File: config.mk
export PLATFORM = sky130hd
export DESIGN_NAME = bitwise_logic_unit
export DESIGN_NICKNAME = d
export VERILOG_FILES = /design/src/rtl/bitwise_logic_pkg.sv /design/src/rtl/logic_pipe_stage.sv /design/src/rtl/bitwise_logic_unit.sv
export SDC_FILE = /design/constraint.sdc
export NUM_CORES = 1
export LEC_CHECK = 0
export ABC_AREA = 1
export CAP_MARGIN = 20
export CORE_ASPECT_RATIO = 2
export CORE_MARGIN = 10
export CORE_UTILIZATION = 55
export CTS_CLUSTER_DIAMETER = 50
export CTS_CLUSTER_SIZE = 24
export DETAILED_ROUTE_END_ITERATION = 10
export DONT_BUFFER_PORTS = 1
export PLACE_DENSITY = 0.82
export SYNTH_ARGS = -nofsm -noshare
export SYNTH_HDL_FRONTEND = slang
export SYNTH_SLANG_ARGS = --single-unit
File: constraint.sdc
create_clock -name Clk -period 1.4 [get_ports Clk]
set_input_delay 0.35 -clock Clk [delete_from_list [all_inputs] [get_ports Clk]]
set_output_delay 0.35 -clock Clk [all_outputs]
set_load 0.02 [all_outputs]
File: src/rtl/bitwise_logic_pkg.sv
// -----------------------------------------------------------------------------
// bitwise_logic_pkg
//
// Shared definitions for the bitwise logic unit: the operation-select width
// and the eight operation codes driven on in_op. Operand/result widths and the
// pipeline depth are parameters of the top level, not package constants.
// -----------------------------------------------------------------------------
package bitwise_logic_pkg;

    // Width of the operation-select field.
    localparam int OP_W = 3;

    // Operation codes. All eight encodings are legal.
    localparam logic [OP_W-1:0] OP_NOT  = 3'b000;  // ~A      (B ignored)
    localparam logic [OP_W-1:0] OP_AND  = 3'b001;  // A & B
    localparam logic [OP_W-1:0] OP_OR   = 3'b010;  // A | B
    localparam logic [OP_W-1:0] OP_XOR  = 3'b011;  // A ^ B
    localparam logic [OP_W-1:0] OP_NOR  = 3'b100;  // ~(A | B)
    localparam logic [OP_W-1:0] OP_NAND = 3'b101;  // ~(A & B)
    localparam logic [OP_W-1:0] OP_XNOR = 3'b110;  // ~(A ^ B)
    localparam logic [OP_W-1:0] OP_PASS = 3'b111;  // A       (B ignored)

    // Number of result flags carried alongside the result when the flag
    // outputs are built in (zero, parity).
    localparam int FLAG_W = 2;

endpackage : bitwise_logic_pkg

File: src/rtl/logic_pipe_stage.sv
// -----------------------------------------------------------------------------
// logic_pipe_stage
//
// One elastic pipeline stage: a 2-entry skid buffer (main register plus skid
// register) with valid/ready handshakes on both sides.
//
// Key property: ready_o is a flop whose value is "skid entry empty" for the
// state being loaded. It never depends combinationally on ready_i, so stages
// can be chained without building a long ready path.
//
// Behaviour:
//   - Main register drives the downstream side (valid_o/data_o).
//   - An accepted beat goes straight into main when main is empty or is
//     being emptied in the same cycle; only otherwise does it land in skid.
//   - When main drains and skid is full, skid moves into main.
//   - ready_o is 0 during reset and on the first edge after release.
//
// Parameters:
//   DATA_W   payload width in bits
//
// Ports:
//   clk      in   rising-edge clock
//   rst_n    in   asynchronous active-low reset
//   valid_i  in   upstream beat offered
//   ready_o  out  stage accepts a beat this cycle (registered)
//   data_i   in   upstream payload
//   valid_o  out  beat offered downstream
//   ready_i  in   downstream accepts
//   data_o   out  downstream payload (held stable while stalled)
// -----------------------------------------------------------------------------
module logic_pipe_stage #(
    parameter int DATA_W = 32
) (
    input  logic              clk,
    input  logic              rst_n,
    input  logic              valid_i,
    output logic              ready_o,
    input  logic [DATA_W-1:0] data_i,
    output logic              valid_o,
    input  logic              ready_i,
    output logic [DATA_W-1:0] data_o
);

    logic              main_valid_q, main_valid_d;
    logic [DATA_W-1:0] main_data_q,  main_data_d;
    logic              skid_valid_q, skid_valid_d;
    logic [DATA_W-1:0] skid_data_q,  skid_data_d;
    logic              ready_q,      ready_d;

    logic in_fire;
    logic out_fire;

    assign in_fire  = valid_i & ready_q;
    assign out_fire = main_valid_q & ready_i;

    always_comb begin
        // NOTE: every next-state signal takes its hold value first so that no
        // path through the branches below leaves it unassigned (no latches).
        main_valid_d = main_valid_q;
        main_data_d  = main_data_q;
        skid_valid_d = skid_valid_q;
        skid_data_d  = skid_data_q;

        if (skid_valid_q) begin
            // Skid full implies ready_q is low, so nothing arrives this cycle;
            // the only possible move is skid -> main when main drains.
            if (out_fire) begin
                main_data_d  = skid_data_q;
                skid_valid_d = 1'b0;
            end
        end else if (in_fire) begin
            if (!main_valid_q || out_fire) begin
                // Main is free (or freeing): bypass the skid entry so a
                // simultaneous accept/emit leaves occupancy unchanged.
                main_valid_d = 1'b1;
                main_data_d  = data_i;
            end else begin
                skid_valid_d = 1'b1;
                skid_data_d  = data_i;
            end
        end else if (out_fire) begin
            main_valid_d = 1'b0;
        end

        // Registered ready: advertise space for the next cycle based on the
        // skid state being loaded now.
        ready_d = ~skid_valid_d;
    end

    // NOTE: state is updated with non-blocking assignments so every flop in
    // the design samples pre-edge values, independent of block ordering.
    always_ff @(posedge clk or negedge rst_n) begin
        if (!rst_n) begin
            // NOTE: the payload registers are reset as well as the valids, so
            // out_result reads zero after reset rather than stale data.
            main_valid_q <= 1'b0;
            main_data_q  <= '0;
            skid_valid_q <= 1'b0;
            skid_data_q  <= '0;
            ready_q      <= 1'b0;
        end else begin
            main_valid_q <= main_valid_d;
            main_data_q  <= main_data_d;
            skid_valid_q <= skid_valid_d;
            skid_data_q  <= skid_data_d;
            ready_q      <= ready_d;
        end
    end

    assign ready_o = ready_q;
    assign valid_o = main_valid_q;
    assign data_o  = main_data_q;

endmodule : logic_pipe_stage

File: src/rtl/bitwise_logic_unit.sv
// -----------------------------------------------------------------------------
// bitwise_logic_unit
//
// Pipelined WIDTH-bit bitwise logic unit. The result of in_op applied to
// in_a/in_b is computed combinationally and captured into the first of
// STAGES elastic stages (logic_pipe_stage) on input transfer; the remaining
// stages carry it unchanged. One beat per cycle is sustained while the
// consumer keeps out_ready high; under backpressure the chain absorbs up to
// 2*STAGES beats. Beats leave in acceptance order.
//
// Optional feature (macro BITWISE_LOGIC_UNIT_FLAGS_EN):
//   When defined, adds out_zero (result == 0) and out_parity (XOR-reduce of
//   the result). Both are computed ahead of stage 1 and travel with the
//   result through the pipeline. When undefined, the ports and the flag
//   bits in the stage payload are absent.
//
// Parameters:
//   WIDTH    operand/result width in bits (1..64)
//   STAGES   number of elastic pipeline stages (1..4)
//
// Ports:
//   Clk         in   rising-edge clock
//   Reset_n     in   asynchronous active-low reset
//   in_valid    in   operand beat offered
//   in_ready    out  unit accepts a beat this cycle
//   in_op       in   operation select (see bitwise_logic_pkg)
//   in_a        in   operand A
//   in_b        in   operand B (ignored by NOT A and PASS A)
//   out_valid   out  result beat offered
//   out_ready   in   consumer accepts the result
//   out_result  out  result
//   out_zero    out  result is zero            (flags build only)
//   out_parity  out  XOR-reduce of the result  (flags build only)
// -----------------------------------------------------------------------------
module bitwise_logic_unit
    import bitwise_logic_pkg::*;
#(
    parameter int WIDTH  = 32,
    parameter int STAGES = 2
) (
    input  logic             Clk,
    input  logic             Reset_n,
    input  logic             in_valid,
    output logic             in_ready,
    input  logic [OP_W-1:0]  in_op,
    input  logic [WIDTH-1:0] in_a,
    input  logic [WIDTH-1:0] in_b,
    output logic             out_valid,
    input  logic             out_ready,
    output logic [WIDTH-1:0] out_result
`ifdef BITWISE_LOGIC_UNIT_FLAGS_EN
    ,
    output logic             out_zero,
    output logic             out_parity
`endif
);

`ifdef BITWISE_LOGIC_UNIT_FLAGS_EN
    localparam int PAYLOAD_W = WIDTH + FLAG_W;
`else
    localparam int PAYLOAD_W = WIDTH;
`endif

    // -------------------------------------------------------------------------
    // Operation decode
    // -------------------------------------------------------------------------
    logic [WIDTH-1:0] op_result;

    always_comb begin
        op_result = in_a;
        case (in_op)
            OP_NOT:  op_result = ~in_a;
            OP_AND:  op_result = in_a & in_b;
            OP_OR:   op_result = in_a | in_b;
            OP_XOR:  op_result = in_a ^ in_b;
            OP_NOR:  op_result = ~(in_a | in_b);
            OP_NAND: op_result = ~(in_a & in_b);
            OP_XNOR: op_result = ~(in_a ^ in_b);
            OP_PASS: op_result = in_a;
            default: op_result = in_a;
        endcase
    end

    // Stage-1 payload: result in the low bits, flags (when built) above it.
    logic [PAYLOAD_W-1:0] in_payload;

`ifdef BITWISE_LOGIC_UNIT_FLAGS_EN
    assign in_payload = {^op_result, ~|op_result, op_result};
`else
    assign in_payload = op_result;
`endif

    // -------------------------------------------------------------------------
    // Stage chain. Index i is the boundary in front of stage i; index STAGES
    // is the unit output.
    // -------------------------------------------------------------------------
    logic [STAGES:0]      chain_valid;
    logic [STAGES:0]      chain_ready;
    logic [PAYLOAD_W-1:0] chain_data [0:STAGES];

    assign chain_valid[0]      = in_valid;
    assign chain_data[0]       = in_payload;
    assign in_ready            = chain_ready[0];
    assign chain_ready[STAGES] = out_ready;

    for (genvar i = 0; i < STAGES; i++) begin : g_stage
        logic_pipe_stage #(
            .DATA_W (PAYLOAD_W)
        ) u_stage (
            .clk     (Clk),
            .rst_n   (Reset_n),
            .valid_i (chain_valid[i]),
            .ready_o (chain_ready[i]),
            .data_i  (chain_data[i]),
            .valid_o (chain_valid[i+1]),
            .ready_i (chain_ready[i+1]),
            .data_o  (chain_data[i+1])
        );
    end

    assign out_valid  = chain_valid[STAGES];
    assign out_result = chain_data[STAGES][WIDTH-1:0];

`ifdef BITWISE_LOGIC_UNIT_FLAGS_EN
    assign out_zero   = chain_data[STAGES][WIDTH];
    assign out_parity = chain_data[STAGES][WIDTH+1];
`endif

endmodule : bitwise_logic_unit

==> flow_metrics.tcl, run 1 <==
set metrics [dict create \
    synth.most_common_cell "nand2_1" \
    die-area_um2 23800 \
    violations "hold timing" \
    core_area_um2 17400 \
    cellLeakagePower_nw 5.55 \
    slew_headroom_pct 58.8 \
    grt_pass1_wl_um 39600 \
    cpMostUsedCell "nand2_1" \
    yosysUniqueCellTypes 26 \
    clock_skew_ns 0.00713 \
    rows 68 \
    synth_edf_count 0 \
    period_minus_slack_ns 1.37 \
    fill_cells 1581 \
    end_kind "register" \
    postSynthCellCount 1410 \
    irDropWorstVdd_v 0.000962 \
    fin_util_pct 60.4 \
    drtPass1Iterations 5 \
    drive_gt1_share_pct 7.40 \
    antenna_found_initial 0 \
    critPathRequiredTime_ns 1.75 \
    insertion_delay_ns 0.42 \
    crit_type "register to register" \
    synth_area_leader_cell "dfrtp_1" \
    io_pins 105 \
    grt_overflow_total 0 \
    yosys-top-cells-count "nand2_1 (324), inv_1 (199), nor2_1 (163), dfrtp_1 (134), nand3_1 (128)" \
    syn_nets 1545 \
    seq_area_frac_synth_pct 34.4 \
    antennaDiodeCount 0 \
    crit_slowest_cell "dfrtp_1" \
    vias_per_cell 5.72 \
    critPathMaxStageDelay_ns 0.40 \
    synth_area_per_cell_um2 6.91 \
    grt_max_degree 135 \
    seqCellArea_um2 3360 \
    setup_viol 0 \
    finalHoldViolations 134 \
    worstMarginPinSlew_ns 0.616 \
    nNetsFinal 1474 \
    holdWs_ns -0.373 \
    cts_buffers 17 \
    path_clk_slew_ns 0.06 \
    cts_root_buf "clkbuf_16" \
    areaGrowthSynthToFinish_pct 7.51 \
    max_freq_mhz 727 \
    synth_ff_type "dfrtp_1" \
    clockBufferDepth 2 \
    grt_use_total_pct 19.7 \
    crit_chain "inv_4 -> nand3_4 -> o21ai_4 -> nand2_4 -> buf_12 -> a21oi_1 -> nand2_1 -> nand2_1" \
    status "finished with violations" \
    slew_viol_final 0 \
    hold_class "primary input to async pin" \
    clock_sinks 134 \
    netlist_area_um2 9740 \
    drt_iter0_markers 826 \
    port_buffers 0 \
    htree_levels 4 \
    crit_path_max_fanout 13 \
    ys_ff_latch 134 \
    hpwl_um 15800 \
    arrival_ns 1.73 \
    drc 0 \
    grt_pass1_vias 8280 \
    vias 8929 \
    drv_cap 0 \
    die-height_um 208 \
    multi_input_area_um2 4920 \
    initial_core_util_pct 56.1 \
    yosys-top-cells-area "dfrtp_1 (34%), nand2_1 (12%), ha_1 (8.2%), inv_1 (7.7%), nand3_1 (6.6%)" \
    routed_wl_um 25700 \
    period_share_pct 98.2 \
    rsz0062_at_grt "true" \
    p_per_area_nw_per_um2 1920 \
    yosysWarnings 0 \
    async_flop_share_pct 100 \
    cp-start-kind "register" \
    die_w_um 114 \
    ant_nets 0 \
    synth_top_cell_area_share_pct 34.4 \
    cts_tree "done" \
    wl_per_cell_um 16.5 \
    place_congestion 0.918 \
]
final timing paths:
kind,start,endpoint,slack [ns],cells after the start
setup / recovery,g_stage[0].u_stage.skid_valid_q$_DFF_PN0_,g_stage[0].u_stage.data_o[1]$_DFFE_PN0P_,0.03,8
hold / removal,Reset_n,g_stage[0].u_stage.skid_data_q[5]$_DFFE_PN0P_,-0.37,0
setup reg to reg,g_stage[0].u_stage.skid_valid_q$_DFF_PN0_,g_stage[0].u_stage.data_o[1]$_DFFE_PN0P_,0.03,8
hold reg to reg,g_stage[0].u_stage.data_o[6]$_DFFE_PN0P_,g_stage[0].u_stage.data_o[6]$_DFFE_PN0P_,0.48,2
max in group asynchronous,Reset_n,g_stage[0].u_stage.data_o[27]$_DFFE_PN0P_,1.47,0
min in group Clk,out_ready,g_stage[1].u_stage.valid_o$_DFFE_PN0P_,0.14,3
report_power, final:
part	internal (W)	switching, W	total [W]
Clock	0.00349	0.00168	0.00516
Combinational	0.00290	0.00463	0.00752
Sequential	0.00579	0.00167	0.00746
routing by layer:
metal	routed length [um]	track usage (%)	part of all wire (%)	vias to the layer above
met5	0	0	0	-
li1	-	-	-	4345
met3	2210	4.87	8.6	83
met1	9520	22.8	37	4118
met4	1180	10.1	4.6	0
met2	12800	32.5	50	383
registers in the layout (all words and copies together), names as in the netlist:
register / cells
g_stage.u_stage.data_o: 64
g_stage.u_stage.ready_o: 2
g_stage.u_stage.skid_data_q: 64
g_stage.u_stage.skid_valid_q: 2
g_stage.u_stage.valid_o: 2
cells in the final DEF, fill, tap and decap left out, types with 6 or more instances in the layout:
cell	count
nand2_1	323
inv_1	196
nor2_1	162
dfrtp_1	132
nand3_1	128
nand4_1	96
a21oi_1	85
ha_1	64
o21ai_1	54
clkbuf_16	22
a21oi_2	12
buf_12	12
o21ai_0	11
buf_4	11
nor2_4	6
bufinv_16	6
kinds of logic after synthesis:
kind of cell / Yosys count / share of synthesized area [%]
flip-flops: 134 / 34.4
adder cells (fa/ha/maj): 64 / 8.22
buffers and inverters: 325 / 16.2
AO/OA/AOI/OAI: 164 / 8.46
AND/OR/NAND/NOR: 723 / 32.7
critical path, delay by kind of cell, from the launching register on:
family                 cells  cell delay (ns)
DFF                        1             0.40
AOI/OAI and AO/OA          2             0.22
buffers and inverters      2             0.29
and+or+nand+nor            4             0.38
final cells by class:
type | instances | area share (%)
Clock buffer | 21 | 4.49
Clock inverter | 11 | 2.10
Inverter | 203 | 7.32
Multi-Input combinational cell | 952 | 46.9
Sequential cell | 134 | 32.0
Tap cell | 210 | 2.51
Timing Repair Buffer | 31 | 4.60
through the flow:
step                cell area [um2]  setup TNS [ns]  std cells  setup WS (ns)  power, W
floorplan                      9740               0       1410         0.0501    0.0131
global placement               9510          -10.54       1520         -0.209    0.0138
detailed placement             9510          -13.43       1520         -0.256    0.0141
CTS                           10200               0       1552        0.00965    0.0193
global route                  10500          -0.459       1562        -0.0384    0.0216
finish                        10500               0       1562         0.0252    0.0201
repair_timing:
item                                    4_1_cts  5_1_grt
pin swaps                                     0        4
resized for setup                             1       48
hold endpoints to repair                    134      134
setup buffers                                 0        2
cloned                                        0        8
endpoints found under the setup margin        1       69
Power figures use the tool's default switching activity.
==> run 2, diff against run 1 <==
CELL_PAD_IN_SITES_DETAIL_PLACEMENT = 1   (was default)
CELL_PAD_IN_SITES_GLOBAL_PLACEMENT = 1   (was default)
CORE_UTILIZATION = 47   (was 55)
PLACE_DENSITY = 0.93   (was 0.82)
==> run 2 against run 1 <==
  * The flow finishes with violations (hold timing, setup timing)
  * Largest cell class unchanged
  * Wire length is 27% higher
  * First-iteration DRC count rose by 5.4%
  * Clock skew is 0.0049 ns higher
  * Non-clock buffer count up 5
  * Clock-buffer cell count increased by 1
  * Combinational power rose by 6.0%
  * Sequential power grew 0.5%
  * Maximum frequency decreased by 2.0%
  * Register-to-register slack got worse by 0.03 ns
  * Cell area grew 1.0%
  * Critical path depth unchanged
  * Worst setup slack worse by 0.027 ns
==> flow_metrics.tcl, run 2 (synthesis gave the netlist of run 1 again) <==
set metrics [dict create \
    port_buffers 0 \
    arrival_ns 1.73 \
    cts_tree "done" \
    crit_type "register to register" \
    cellLeakagePower_nw 5.58 \
    cp-start-kind "register" \
    fill_cells 2589 \
    seqCellArea_um2 3360 \
    vias_per_cell 5.87 \
    tns_ns -0.00432 \
    hold_class "primary input to async pin" \
    p_per_area_nw_per_um2 1900 \
    ff2ff_path_depth 8 \
    place_congestion 0.868 \
    drv_cap 0 \
    dp_slack_ns -0.378 \
    drt_iter0_markers 871 \
    r2r_setup_slack_ns -0.002 \
    routed_wl_um 32600 \
    design_area_um2 10600 \
    initial_core_util_pct 47.6 \
    setup_viol 2 \
    violations "hold timing, setup timing" \
    max_freq_mhz 713 \
    r2r_start "g_stage[0].u_stage.skid_valid_q$_DFF_PN0_" \
    worstMarginPinSlew_ns 0.652 \
    areaGrowthSynthToFinish_pct 8.59 \
    path_clk_slew_ns 0.06 \
    drtPass1Iterations 5 \
    vias 9529 \
    critPathRequiredTime_ns 1.73 \
    status "finished with violations" \
    antennaDiodeCount 0 \
    slew_headroom_pct 56.4 \
    multi_input_area_um2 4960 \
    ant_nets 0 \
    antenna_found_initial 0 \
    irDropWorstVdd_v 0.000874 \
    insertion_delay_ns 0.45 \
    drive_gt1_share_pct 8.77 \
    grt_use_total_pct 22.5 \
    clockBufferDepth 2 \
    placed_cell_area_um2 9670 \
    final_common_cell "nand2_1" \
    nNetsFinal 1479 \
    period_minus_slack_ns 1.40 \
    grt_pass1_vias 10100 \
    wl_per_cell_um 20.1 \
    period_share_pct 100 \
    clock_skew_ns 0.0120 \
    drc 0 \
    grt_pass1_wl_um 50000 \
    finalHoldViolations 134 \
    die_w_um 122 \
    die-height_um 224 \
    slew_viol_final 0 \
    r2r-end "g_stage[0].u_stage.data_o[14]$_DFFE_PN0P_" \
    crit_path_max_fanout 16 \
    layout_setup_ws_ns -0.00220 \
    rsz0062_at_grt "true" \
    grt_overflow_total 0 \
    cts_root_buf "clkbuf_16" \
    grt_max_degree 135 \
    die-area_um2 27200 \
    htree_levels 4 \
    most-common-layout-cells "nand2_1 (322), inv_1 (197), nor2_1 (161), dfrtp_1 (132), nand3_1 (128)" \
    core_area_um2 20500 \
    cts_buffers 17 \
    end_kind "register" \
    rows 74 \
    io_pins 105 \
    clock_sinks 134 \
    hpwl_um 19400 \
    holdWs_ns -0.403 \
]
run 2: cell count changes in the layout (fill, tap and decap cells not counted), sizes merged:
cell / previous run / this run
buf: 26 / 33
bufinv: 6 / 2
clkbuf: 26 / 25
clkinv: 2 / 5
clkinvlp: 3 / 2
inv: 203 / 204
run 2: routing by layer:
metal | GRT usage (%) | vias up | part of all wire (%) | wire [um]
li1 | - | 4354 | - | -
met1 | 23.6 | 4628 | 37 | 12000
met2 | 39.0 | 422 | 50 | 16200
met3 | 5.32 | 125 | 7.6 | 2470
met4 | 14.3 | 0 | 5.8 | 1900
met5 | 0 | - | 0 | 0
run 2: report_power, final:
part	internal, W	switching, W
Sequential	0.00579	0.00171
Clock	0.00281	0.00182
Combinational	0.00298	0.00499
Total	0.0116	0.00852
run 2: worst max path at each step:
stage                                                         start                                        endpoint  cells past startpoint
after floorplan              g_stage[1].u_stage.valid_o$_DFFE_PN0P_  g_stage[1].u_stage.skid_data_q[10]$_DFFE_PN0P_                      8
after global placement                                     in_op[1]       g_stage[0].u_stage.data_o[26]$_DFFE_PN0P_                      8
after detailed placement                                   in_op[1]       g_stage[0].u_stage.data_o[29]$_DFFE_PN0P_                      8
after CTS                 g_stage[0].u_stage.skid_valid_q$_DFF_PN0_   g_stage[0].u_stage.skid_data_q[1]$_DFFE_PN0P_                      8
after global routing         g_stage[0].u_stage.valid_o$_DFFE_PN0P_       g_stage[0].u_stage.data_o[16]$_DFFE_PN0P_                      8
final                     g_stage[0].u_stage.skid_valid_q$_DFF_PN0_       g_stage[0].u_stage.data_o[14]$_DFFE_PN0P_                      8
run 2: per-stage QoR:
step                total power, W  util (%)  std cells  hold WS (ns)
floorplan                   0.0131         -       1410        0.0544
global placement            0.0141      47.3       1583        0.0582
detailed placement          0.0146      47.3       1583        0.0584
CTS                         0.0195      50.5       1617        -0.411
global route                0.0215      51.7       1623        -0.411
finish                      0.0201      51.7       1623        -0.403
run 2: final cells by class:
class                           instances  share of cell area [%]
Clock buffer                           22                    4.58
Clock inverter                         10                    1.14
Inverter                              203                    7.23
Multi-Input combinational cell        952                    46.9
Sequential cell                       134                    31.7
Tap cell                              266                    3.15
Timing Repair Buffer                   36                    5.35
run 2: critical path, cell delays in order (launching register included):
cell and delay [ns]:
dfrtp_1 0.40, inv_4 0.09, nand3_4 0.07, o21ai_2 0.09, nand2_4 0.14, buf_12 0.19
buf_12 0.15, nand2_1 0.07, nand2_1 0.07
run 2: timing repair:
action,4_1_cts,5_1_grt
gates cloned,1,5
buffers inserted,1,1
resized for setup,3,43
endpoints found under the setup margin,4,126
pin swaps,2,6
hold endpoints to repair,134,134
==> run 3, diff against run 2 <==
GPL_ROUTABILITY_DRIVEN = 0   (was default)
==> results of run 3 <==
The final DEF is identical to that of run 2; final timing and power are the same.
